--- src/rtl/ctr_readback.sv ---
// Snapshot a running counter and return it LSB-first over an 8-bit bus.
// DataOut updates one clock after RdStrobe; no backpressure, every strobe returns one byte.
module ctr_readback #(
    parameter int WIDTH = 16
) (
    input  logic                   MasterClock,
    input  logic                   ResetL,
    input  logic [WIDTH-1:0]       CountIn,
    input  logic                   LatchCmd,
    input  logic                   RdStrobe,
    input  logic                   CtrLoad,
    output logic [7:0]             DataOut,
    output logic                   Held,
    output logic [((WIDTH/8) > 1 ? $clog2(WIDTH/8) : 1)-1:0] ByteIdx
);

    localparam int NBYTES = WIDTH / 8;
    localparam int IDXW   = (NBYTES > 1) ? $clog2(NBYTES) : 1;

    typedef enum logic {LIVE = 1'b0, HELD = 1'b1} state_t;

    state_t           state_q, state_d;
    logic [WIDTH-1:0] snap_q, snap_d;
    logic [7:0]       data_q, data_d;
    logic [IDXW-1:0]  idx_q, idx_d;
    logic             held_q, held_d;
    logic [7:0]       snap_byte;

    always_comb begin
        snap_byte = 8'h00;
        for (int i = 0; i < NBYTES; i++) begin
            if (idx_q == IDXW'(i)) begin
                snap_byte = snap_q[i*8 +: 8];
            end
        end
    end

    always_comb begin
        state_d = state_q;
        snap_d  = snap_q;
        data_d  = data_q;
        idx_d   = idx_q;

        if (CtrLoad) begin
            // A counter load invalidates any in-flight sequence; a coincident read sees the live value.
            if (RdStrobe) begin
                data_d = CountIn[7:0];
            end
            idx_d   = '0;
            state_d = LIVE;
        end else begin
            unique case (state_q)
                LIVE: begin
                    if (RdStrobe) begin
                        data_d = CountIn[7:0];
                        if (NBYTES > 1) begin
                            snap_d  = CountIn;
                            idx_d   = IDXW'(1);
                            state_d = HELD;
                        end
                    end else if (LatchCmd) begin
                        snap_d  = CountIn;
                        idx_d   = '0;
                        state_d = HELD;
                    end
                end
                HELD: begin
                    if (RdStrobe) begin
                        data_d = snap_byte;
                        if (idx_q == IDXW'(NBYTES - 1)) begin
                            idx_d   = '0;
                            state_d = LIVE;
                        end else begin
                            idx_d = idx_q + IDXW'(1);
                        end
                    end
                end
                default: state_d = LIVE;
            endcase
        end

        held_d = (state_d == HELD);
    end

    always_ff @(posedge MasterClock) begin
        if (!ResetL) begin
            state_q <= LIVE;
            snap_q  <= '0;
            data_q  <= 8'h00;
            idx_q   <= '0;
            held_q  <= 1'b0;
        end else begin
            state_q <= state_d;
            snap_q  <= snap_d;
            data_q  <= data_d;
            idx_q   <= idx_d;
            held_q  <= held_d;
        end
    end

    assign DataOut = data_q;
    assign Held    = held_q;
    assign ByteIdx = idx_q;

endmodule

--- config.mk ---
export PLATFORM = sky130hd
export DESIGN_NAME = ctr_readback
export DESIGN_NICKNAME = d
export VERILOG_FILES = /design/src/rtl/ctr_readback.sv
export SDC_FILE = /design/constraint.sdc
export NUM_CORES = 1
export LEC_CHECK = 0
export BUFFER_PORTS_ARGS = -buffer_cell sky130_fd_sc_hd__buf_2
export CAP_MARGIN = 25
export CORE_MARGIN = 8
export CORE_UTILIZATION = 51
export CTS_BUF_LIST = sky130_fd_sc_hd__clkbuf_4 sky130_fd_sc_hd__clkbuf_8 sky130_fd_sc_hd__clkbuf_16
export CTS_CLUSTER_DIAMETER = 30
export DETAILED_ROUTE_END_ITERATION = 10
export PLACE_DENSITY = 0.83
export SLEW_MARGIN = 20
export SYNTH_ARGS = -nofsm -noshare
export SYNTH_HDL_FRONTEND = slang
export SYNTH_SLANG_ARGS = --single-unit
--- constraint.sdc ---
create_clock -name MasterClock -period 1.2 [get_ports MasterClock]
set_input_delay 0.06 -clock MasterClock [delete_from_list [all_inputs] [get_ports MasterClock]]
set_output_delay 0.06 -clock MasterClock [all_outputs]
set_load 0.02 [all_outputs]
==> results.md, run 1 <==
* Vias in the first global route at 1,133
* Final WL at 3070 um
* Clk slew on worst S/H paths at 0.15 ns
* Post-Syn Area at 1210 um2
* Max-slew violation count at 0
* Post-CTS setup buffer count at 0
* Row cnt at 17
* Final setup TNS at 0 ns
* # DRC at 0
* Startpoint types: flip-flop
* Critical Path Fanout Max at 8
* DRT antenna net count at 0
* Filler instances at 165
* CP Capture Type: flip-flop
* CTS root buffer: clkbuf_4
* Final Hold Fails at 0
* Clk sinks at 26
* # IOs at 31
* Avg Cell Area, Syn at 8.74 um2
* Distinct cells, synth at 19
* Hold Path Class: input port to flip-flop
* Crit. Startpoint: Held
* Leak at 0.659 nW
* Synth warn at 0
* Hold-critical path depth at 3
* Post-Syn Instances at 138
* Dpl cells at 192
* Worst-Margin Slew at 0.383 ns
* Antenna violations before repair at 0
* Layout cells sized above 1 at 25.7%
* NumNets Final at 205
* Fmax at 865 MHz
* Tot GR Track Use at 14.9%
* Die Span Y at 64.6 um
* Synth-to-Final Area Change at 31.7%
* Vias at 1,154
* Most frequent cells in the layout: buf_2, dfxtp_1, nand3_1
* Initial drt markers at 75
* Maximum buffer depth of the clock tree at 2
* Area after DPL at 1390 um2
* Clk_skew at 0.00574 ns
* Worst EP arrival at 1.39 ns
* HP Start: CountIn[1]
* Final instance area at 1590 um2
* Setup CP Type: flip-flop to flip-flop
* Reg2reg start: Held
* Die X at 64.6 um
* Synthesized net count at 159
* Die area at 4180 um2
* Core footprint at 2230 um2
* Worst slew margin at 74.5%
* Worst-Skew Late Latency at 0.33 ns
* Fin cells at 211
* Crit share post-route at 96.3%
* Largest net degree at the start of global routing at 26
* GPL Wtd Cong at 0.786
* Commonest non-fill, non-tap cell in the layout: buf_2
* Required @ worst endpoint at 1.44 ns
* GR Overflow Total at 0
* Final setup vio count at 0
* Total CTS buffers at 3
* Starting Density at 54.0%
* Status: finished clean
* R2R depth at 4
* H-tree Lvls at 1
* Power per Cell Area at 1080 nW/um2
* Maxcap violations at 0
* CTS tree: done
* DRT Pass-1 Iters at 4
* First-pass GRT wire length at 5190 um
* Register area share after synthesis at 43.2%
* PortBufs at 30
* Mean routed wirelength per cell at 14.6 um
* Minimum clock period at 1.16 ns
* Via-to-Cell Ratio at 5.47
* #FFs+latches synth at 26
* Worst VDD drop at 1130 uV
* Placed wire-length estimate at 2160 um
* # diodes at 0
* RSZ-0062 raised after global routing: false
metrics by stage:
stage | hold WS (ns) | power [W] | utilization [%] | setup WS, ns
final | 0.00701 | 0.00172 | 71.1 | 0.0446
after global routing | 0.0341 | 0.00179 | 71.1 | 0.000775
after CTS | 0.00921 | 0.00171 | 70.8 | 0.0550
after detailed placement | 0.321 | 0.00124 | 62.4 | 0.00481
after floorplan | 0.207 | 0.00114 | - | 0.0339
after global placement | 0.312 | 0.00123 | 62.4 | 0.0535
worst max-delay path, stage by stage, from the launching register on:
cell and delay [ns]:
dfxtp_2 0.37, or2_1 0.26, buf_4 0.17, o21ai_0 0.17, a21boi_1 0.10
report_power, final:
group,switching [W],internal [W]
clock network,0.000273,0.000186
registers,0.0000325,0.000912
logic,0.000157,0.000161
total,0.000463,0.00126
logic make-up after synthesis:
logic type / count (synthesis) / share of synthesized area (%)
multiplexers: 8 / 6.64
AO/OA/AOI/OAI: 41 / 22.8
AND/OR/NAND/NOR: 52 / 22.9
flip-flops: 26 / 43.2
buffers and inverters: 11 / 4.46
final cells by class:
class / instances / area, um2 / share of cell area (%)
multi-input combinational: 101 / 639 / 40.2
sequential: 26 / 526 / 33.1
timing repair buffer: 52 / 353 / 22.2
clock buffer: 4 / 36.3 / 2.28
tap: 28 / 35.0 / 2.20
state kept, by name, summed over array words and instances (netlist names):
name / count
snap_q: 16
DataOut: 8
Held: 1
ByteIdx: 1
Yosys cell counts (all sizes together):
library cell	instances	area share, %
o31a	8	5.8
a21boi	16	10
o21ai	16	6.6
dfxtp	26	43
nand2b	2	1.0
or2	2	1.0
clkbuf	3	0.93
a21oi	1	0.41
nand3	17	7.1
nor2b	8	4.1
nor2	13	4.3
mux2i	8	6.6
nand3b	2	1.2
buf	8	3.5
and3	8	4.1
worst paths after layout:
kind | to | slack [ns]
worst max-delay path | snap_q[14] | 0.04
worst min-delay path | snap_q[1] | 0.007
worst max register to register | snap_q[14] | 0.04
worst min register to register | snap_q[7] | 0.49
what timing repair did:
action                     in CTS  in global routing
hold endpoints to repair       15                  0
hold buffers                   15                  0
pin swaps                       0                  0
setup endpoints to repair       2                  2
gates resized for setup         1                  3
per-layer routing:
layer / wire length [um] / global-route usage, %
met1: 1400 / 19.1
met2: 1460 / 23.1
met3: 177 / 3.95
met4: 34 / 6.27
met5: 0 / 0
No activity file was read; power rests on OpenSTA's default activity.
==> inputs of run 2 (changes only) <==
Settings changed: CORE_UTILIZATION 51 to 55, MAX_ROUTING_LAYER set to met4, PLACE_DENSITY 0.83 to 0.88.
Clock period 1.2 ns to 1.4 ns, I/O delays scaled along.
==> run 2 against run 1 <==
Effect of this change: maximum frequency is 11% lower; die area fell by 5.5%; first-iteration DRC count down 40%; highest routed layer unchanged.
==> results.md, run 2 (synthesis results as in run 1) <==
* Die Span Y at 62.8 um (-2.8%)
* Starting Density at 56.1% (+2.1 points)
* Slowest-stage cell, CP: dfxtp_1
* Crit share post-route at 92.2% (-4.1 points)
* GPL Wtd Cong at 0.780 (-0.81%)
* Reg2reg start: Held
* # diodes at 0 (unchanged)
* Vias in the first global route at 1,098 (-3.1%)
* Clk sinks at 26 (unchanged)
* Maximum buffer depth of the clock tree at 2 (unchanged)
* Hold-critical path endpoint: snap_q[14]
* Fmax at 774 MHz (-11%)
* Commonest non-fill, non-tap cell in the layout: buf_2
* Worst slew margin at 40.1% (-34 points)
* Required @ worst endpoint at 1.61 ns (+0.17 ns)
* Worst VDD drop at 678 uV (-40%)
* Power per Cell Area at 1020 nW/um2 (-5.7%)
* Layout cells sized above 1 at 22.3% (-3.3 points)
* Reg-to-reg critical path endpoint: snap_q[14]
* Die area at 3950 um2 (-5.5%)
* Final setup vio count at 0 (unchanged)
* R2r setup slk at 0.11 ns (+0.06 ns)
* Area after DPL at 1370 um2 (-1.8%)
* HP Start: CountIn[14]
* CTS root buffer: clkbuf_4
* First-pass GRT wire length at 5130 um (-1.2%)
* Worst hold slack at 0.0362 ns (+0.0291 ns)
* Startpoint types: flip-flop
* Vias at 1,148 (-0.52%)
* CP Capture Type: flip-flop
* # IOs at 31 (unchanged)
* Worst EP arrival at 1.50 ns (+0.11 ns)
* Setup CP Type: flip-flop to flip-flop
* Row cnt at 17 (unchanged)
* Most frequent cells in the layout: buf_2, dfxtp_1, nand3_1
* Post-cts gate resize count at 0 (-1)
* Minimum clock period at 1.29 ns (+0.136 ns)
* Antenna violations before repair at 0 (unchanged)
* Worst-Margin Slew at 0.896 ns (+0.513 ns)
* Fin cells at 207 (-1.9%)
* Core footprint at 2150 um2 (-3.8%)
* Hold-critical path depth at 3 (unchanged)
* Critical Path Max Stage Delay at 0.40 ns (+0.03 ns)
* H-tree Lvls at 1 (unchanged)
* Maxcap violations at 0 (unchanged)
* Critical Path Fanout Max at 16 (+8)
* Clk slew on worst S/H paths at 0.14 ns (about the same)
* Final Hold Fails at 0 (unchanged)
* Initial drt markers at 45 (-40%)
* Placed wire-length estimate at 1960 um (-9.2%)
* Dpl cells at 189 (-1.6%)
* Power Total at 0.00159 W (-7.5%)
* Mean routed wirelength per cell at 14.8 um (+2.0%)
* Total CTS buffers at 3 (unchanged)
* Crit. Startpoint: Held
* Final instance area at 1560 um2 (-1.8%)
* Largest register FFs at 16 (unchanged)
* Filler instances at 156 (-5.5%)
* Largest net degree at the start of global routing at 26 (unchanged)
* DRT antenna net count at 0 (unchanged)
* Worst-Skew Late Latency at 0.33 ns (about the same)
* Status: finished clean
* Via-to-Cell Ratio at 5.55 (+1.4%)
* Crit-path cells: or2_1 -> buf_4 -> o21ai_0 -> a21boi_1
* DRT Pass-1 Iters at 4 (unchanged)
* NumNets Final at 201 (-2.0%)
* Max-slew violation count at 0 (unchanged)
* Die X at 62.8 um (-2.8%)
* Tot GR Track Use at 15.8% (+0.83 points)
* Clk_skew at 0.0124 ns (+0.00664 ns)
* R2R depth at 4 (unchanged)
* Synth-to-Final Area Change at 29.4%
* Final setup TNS at 0 ns (unchanged)
* RSZ-0062 raised after global routing: false
* PortBufs at 30 (unchanged)
* Leak at 0.646 nW (-2.0%)
* Hold Path Class: input port to flip-flop
* # DRC at 0 (unchanged)
* Final WL at 3070 um (about the same)
* GR Overflow Total at 0 (unchanged)
* CTS tree: done
* Largest Register: snap_q
## run 2: cell count changes in the layout (fill, tap and decap cells not counted)
cell / before / now
buf_4: 7 / 4
dfxtp_1: 24 / 26
a21boi_1: 15 / 16
a21boi_2: 1 / 0
bufinv_16: 0 / 1
clkbuf_8: 1 / 0
dfxtp_2: 1 / 0
dfxtp_4: 1 / 0
dlygate4sd3_1: 15 / 14
mux2i_1: 7 / 8
mux2i_2: 1 / 0
o21ai_0: 5 / 6
o21ai_1: 11 / 10
## run 2: metal layers
layer | up-vias | track usage, % | routed length [um] | part of all wire, %
li1 | 573 | - | - | -
met4 | 0 | 7.12 | 33 | 1.1
met5 | - | - | 0 | 0
met2 | 48 | 24.8 | 1470 | 48
met1 | 523 | 18.8 | 1360 | 44
met3 | 4 | 3.41 | 206 | 6.7
## run 2: how the worst max path moves through the flow
stage	end	depth (start not counted)
after floorplan	DataOut[6]	4
after global placement	snap_q[2]	4
after detailed placement	snap_q[14]	4
after CTS	snap_q[14]	4
after global routing	snap_q[14]	4
final	snap_q[14]	4
## run 2: area by class of cell
cell class,count,area (um2),area share (%)
multi-input cells,101,632,40.5
flip-flops and latches,26,520,33.4
repair buffers,48,320,20.5
well taps,28,35.0,2.25
clock inverters,1,30.0,1.92
clock buffers,3,22.5,1.44
## run 2: metrics by stage
stage | utilization (%) | worst slack, ns
2_1_floorplan | - | 0.0741
3_3_place_gp | 63.7 | 0.150
3_5_place_dp | 63.7 | 0.0743
4_1_cts | 72.6 | 0.135
5_1_grt | 72.6 | 0.0749
6_report | 72.6 | 0.109
## run 2: power breakdown
part,switching [W],leakage [nW],total (W),internal [W]
Clock,0.000234,0.0279,0.000523,0.000290
Combinational,0.000138,0.404,0.000266,0.000128
Sequential,0.0000222,0.214,0.000805,0.000782
## run 2: what timing repair did
action / CTS / global route
buffers inserted: 0 / 0
endpoints found under the hold margin: 14 / 0
hold buffers: 14 / 0
## run 2: critical path, delay by kind of cell (launching register included)
| family | cells | cell delay, ns |
|---|---|---|
| compound gates | 2 | 0.36 |
| buf+inv | 1 | 0.19 |
| flops | 1 | 0.40 |
| simple gates | 1 | 0.24 |
==> inputs of run 3 (changes only) <==
Settings changed: CORE_UTILIZATION 55 to 51, PLACE_DENSITY 0.88 to 0.83.
==> run 3 against run 2 <==
Effect of this change: register-to-register slack better by 0.04 ns; worst setup slack better by 0.035 ns; first-iteration DRC count increased by 31%; worst hold slack lost 0.035 ns; total power decreased by 0.26%; largest power group unchanged; global-route usage decreased by 0.14 points; largest cell class unchanged; non-clock buffer count down 2; cell count shrank 0.97%; routed wire length is 0.39% lower; sequential share of layout area increased by 0.43 points; clock skew decreased by 0.0057 ns.
==> results.md, run 3 (synthesis results as in run 1) <==
* Status: finished clean
* Final Hold Fails at 0 (unchanged)
* Core footprint at 2230 um2 (+4.0%)
* Hold-critical path depth at 3 (unchanged)
* Die area at 4180 um2 (+5.8%)
* H-tree Lvls at 1 (unchanged)
* Vias in the first global route at 1,131 (+3.0%)
* Minimum clock period at 1.26 ns (-0.0351 ns)
* Worst slew margin at 38.9% (-1.2 points)
* R2r setup slk at 0.14 ns (+0.04 ns)
* Max-slew violation count at 0 (unchanged)
* DRT antenna net count at 0 (unchanged)
* Final setup TNS at 0 ns (unchanged)
* CTS tree: done
* Final WL at 3060 um (-0.39%)
* Die Span Y at 64.6 um (+2.9%)
* Clk sinks at 26 (unchanged)
* Fmax at 796 MHz (+2.8%)
* Logic gate share of total power at 16.5% (-0.2 points)
* Total CTS buffers at 3 (unchanged)
* HP Start: CountIn[0]
* First-pass GRT wire length at 5380 um (+4.9%)
* Reg2reg start: Held
* Mean routed wirelength per cell at 14.9 um (+0.58%)
* Worst EP arrival at 1.49 ns (about the same)
* Clock power frac at 33.0% (+0.2 points)
* RSZ-0062 raised after global routing: false
* Met1 Resource Use GR at 20.2% (+1.5 points)
* Worst hold slack at 0.000835 ns (-0.0353 ns)
* Critical Path Fanout Max at 8 (-8)
* Clk slew on worst S/H paths at 0.14 ns (about the same)
* Hold-critical path endpoint: snap_q[0]
* # DRC at 0 (unchanged)
* M3 GR Usage at 3.44% (+0.031 points)
* Final setup vio count at 0 (unchanged)
* DRT Pass-1 Iters at 4 (unchanged)
* NumNets Final at 199 (-1.0%)
* Hold Path Class: input port to flip-flop
* Most frequent cells in the layout: buf_2, dfxtp_1, nand3_1
* CP Capture Type: flip-flop
* Setup CP Type: flip-flop to flip-flop
* Crit share post-route at 89.7% (-2.5 points)
* Synth-to-Final Area Change at 27.7%
* GR Overflow Total at 0 (unchanged)
* Final WS setup at 0.144 ns (+0.0351 ns)
* # diodes at 0 (unchanged)
* Vias at 1,133 (-1.3%)
* Maximum buffer depth of the clock tree at 2 (unchanged)
* Layout cells sized above 1 at 22.6% (+0.25 points)
* Power per Cell Area at 1030 nW/um2 (+1.0%)
* Post-cts gate resize count at 0 (unchanged)
* Post-CTS setup buffer count at 0 (unchanged)
* R2R depth at 3 (-1)
* # IOs at 31 (unchanged)
* Part of the power in registers at 50.5% (about the same)
* Internal at 0.00120 W (-0.31%)
* Antenna violations before repair at 0 (unchanged)
* Largest net degree at the start of global routing at 26 (unchanged)
* PortBufs at 30 (unchanged)
* Sw frac at 24.8% (+0.037 points)
* Via-to-Cell Ratio at 5.53 (-0.34%)
* Worst-Skew Late Latency at 0.33 ns (about the same)
* Gr busiest metal: met2
* Setup Slack @ Placement at 0.102 ns (+0.0277 ns)
* Tot GR Track Use at 15.6% (-0.14 points)
* Row cnt at 17 (unchanged)
* Largest Register: snap_q
* Placed wire-length estimate at 2010 um (+2.5%)
* CTS root buffer: clkbuf_4
* Commonest non-fill, non-tap cell in the layout: buf_2
* Die X at 64.6 um (+2.9%)
* Worst-Margin Slew at 0.914 ns (+0.0182 ns)
* GRT met2 Usage at 23.0% (-1.9 points)
* Required @ worst endpoint at 1.63 ns (+0.02 ns)
* Starting Density at 54.0% (-2.1 points)
* P_sw at 0.000394 W (-0.11%)
* GPL Wtd Cong at 0.821 (+5.3%)
* Startpoint types: flip-flop
* Worst VDD drop at 658 uV (-2.9%)
* Clk_skew at 0.00667 ns (-0.00571 ns)
* Maxcap violations at 0 (unchanged)
* Largest register FFs at 16 (unchanged)
* Initial drt markers at 59 (+31%)
* CTS hold repair buffers at 12 (-2)
* Reg-to-reg critical path endpoint: DataOut[6]
* Leak at 0.637 nW (-1.3%)
-- run 3: cell count changes in the layout (fill, tap and decap cells not counted), sizes merged --
cell	change
dlygate4sd3	-2
-- run 3: cell type report --
| type | count | area, um2 |
|---|---|---|
| timing repair buffer | 46 | 300 |
| fill | 182 | 693 |
| multi-input combinational | 101 | 632 |
| clock inverter | 1 | 30.0 |
| clock buffer | 3 | 22.5 |
| sequential | 26 | 520 |
| tap | 28 | 35.0 |
-- run 3: layer usage --
layer	vias to the layer above	part of all wire, %
met5	-	0
met4	0	1.6
met3	6	6.3
met2	37	47
met1	525	45
li1	565	-
-- run 3: worst max-delay path, stage by stage (launching register included) --
cell	delay, ns
dfxtp_1	0.49
nand2b_1	0.21
and3_1	0.24
o31a_1	0.23
-- run 3: worst max-delay path by stage --
stage               depth (start not counted)     start    endpoint  slack [ns]
floorplan                                   4   ByteIdx  DataOut[6]        0.07
global placement                            4  RdStrobe   snap_q[1]        0.13
detailed placement                          4  RdStrobe   snap_q[2]        0.10
CTS                                         3      Held  DataOut[0]        0.16
global route                                3      Held  DataOut[6]        0.05
finish                                      3      Held  DataOut[6]        0.14
-- run 3: metrics by stage --
step           utilization (%)  total power (W)  instance area [um2]  instances
2_1_floorplan                -         0.000972                 1210        138
5_1_grt                   69.0          0.00166                 1540        205
3_3_place_gp              61.2          0.00104                 1370        189
6_report                  69.0          0.00159                 1540        205
3_5_place_dp              61.2          0.00105                 1370        189
4_1_cts                   69.0          0.00159                 1540        205
-- run 3: power groups by stage --
stage               registers [W]  clock network (W)  logic [W]
floorplan                0.000836                  0   0.000136
global placement         0.000817                  0   0.000228
detailed placement       0.000819                  0   0.000232
CTS                      0.000803           0.000524   0.000261
global route             0.000810           0.000564   0.000287
finish                   0.000803           0.000525   0.000262
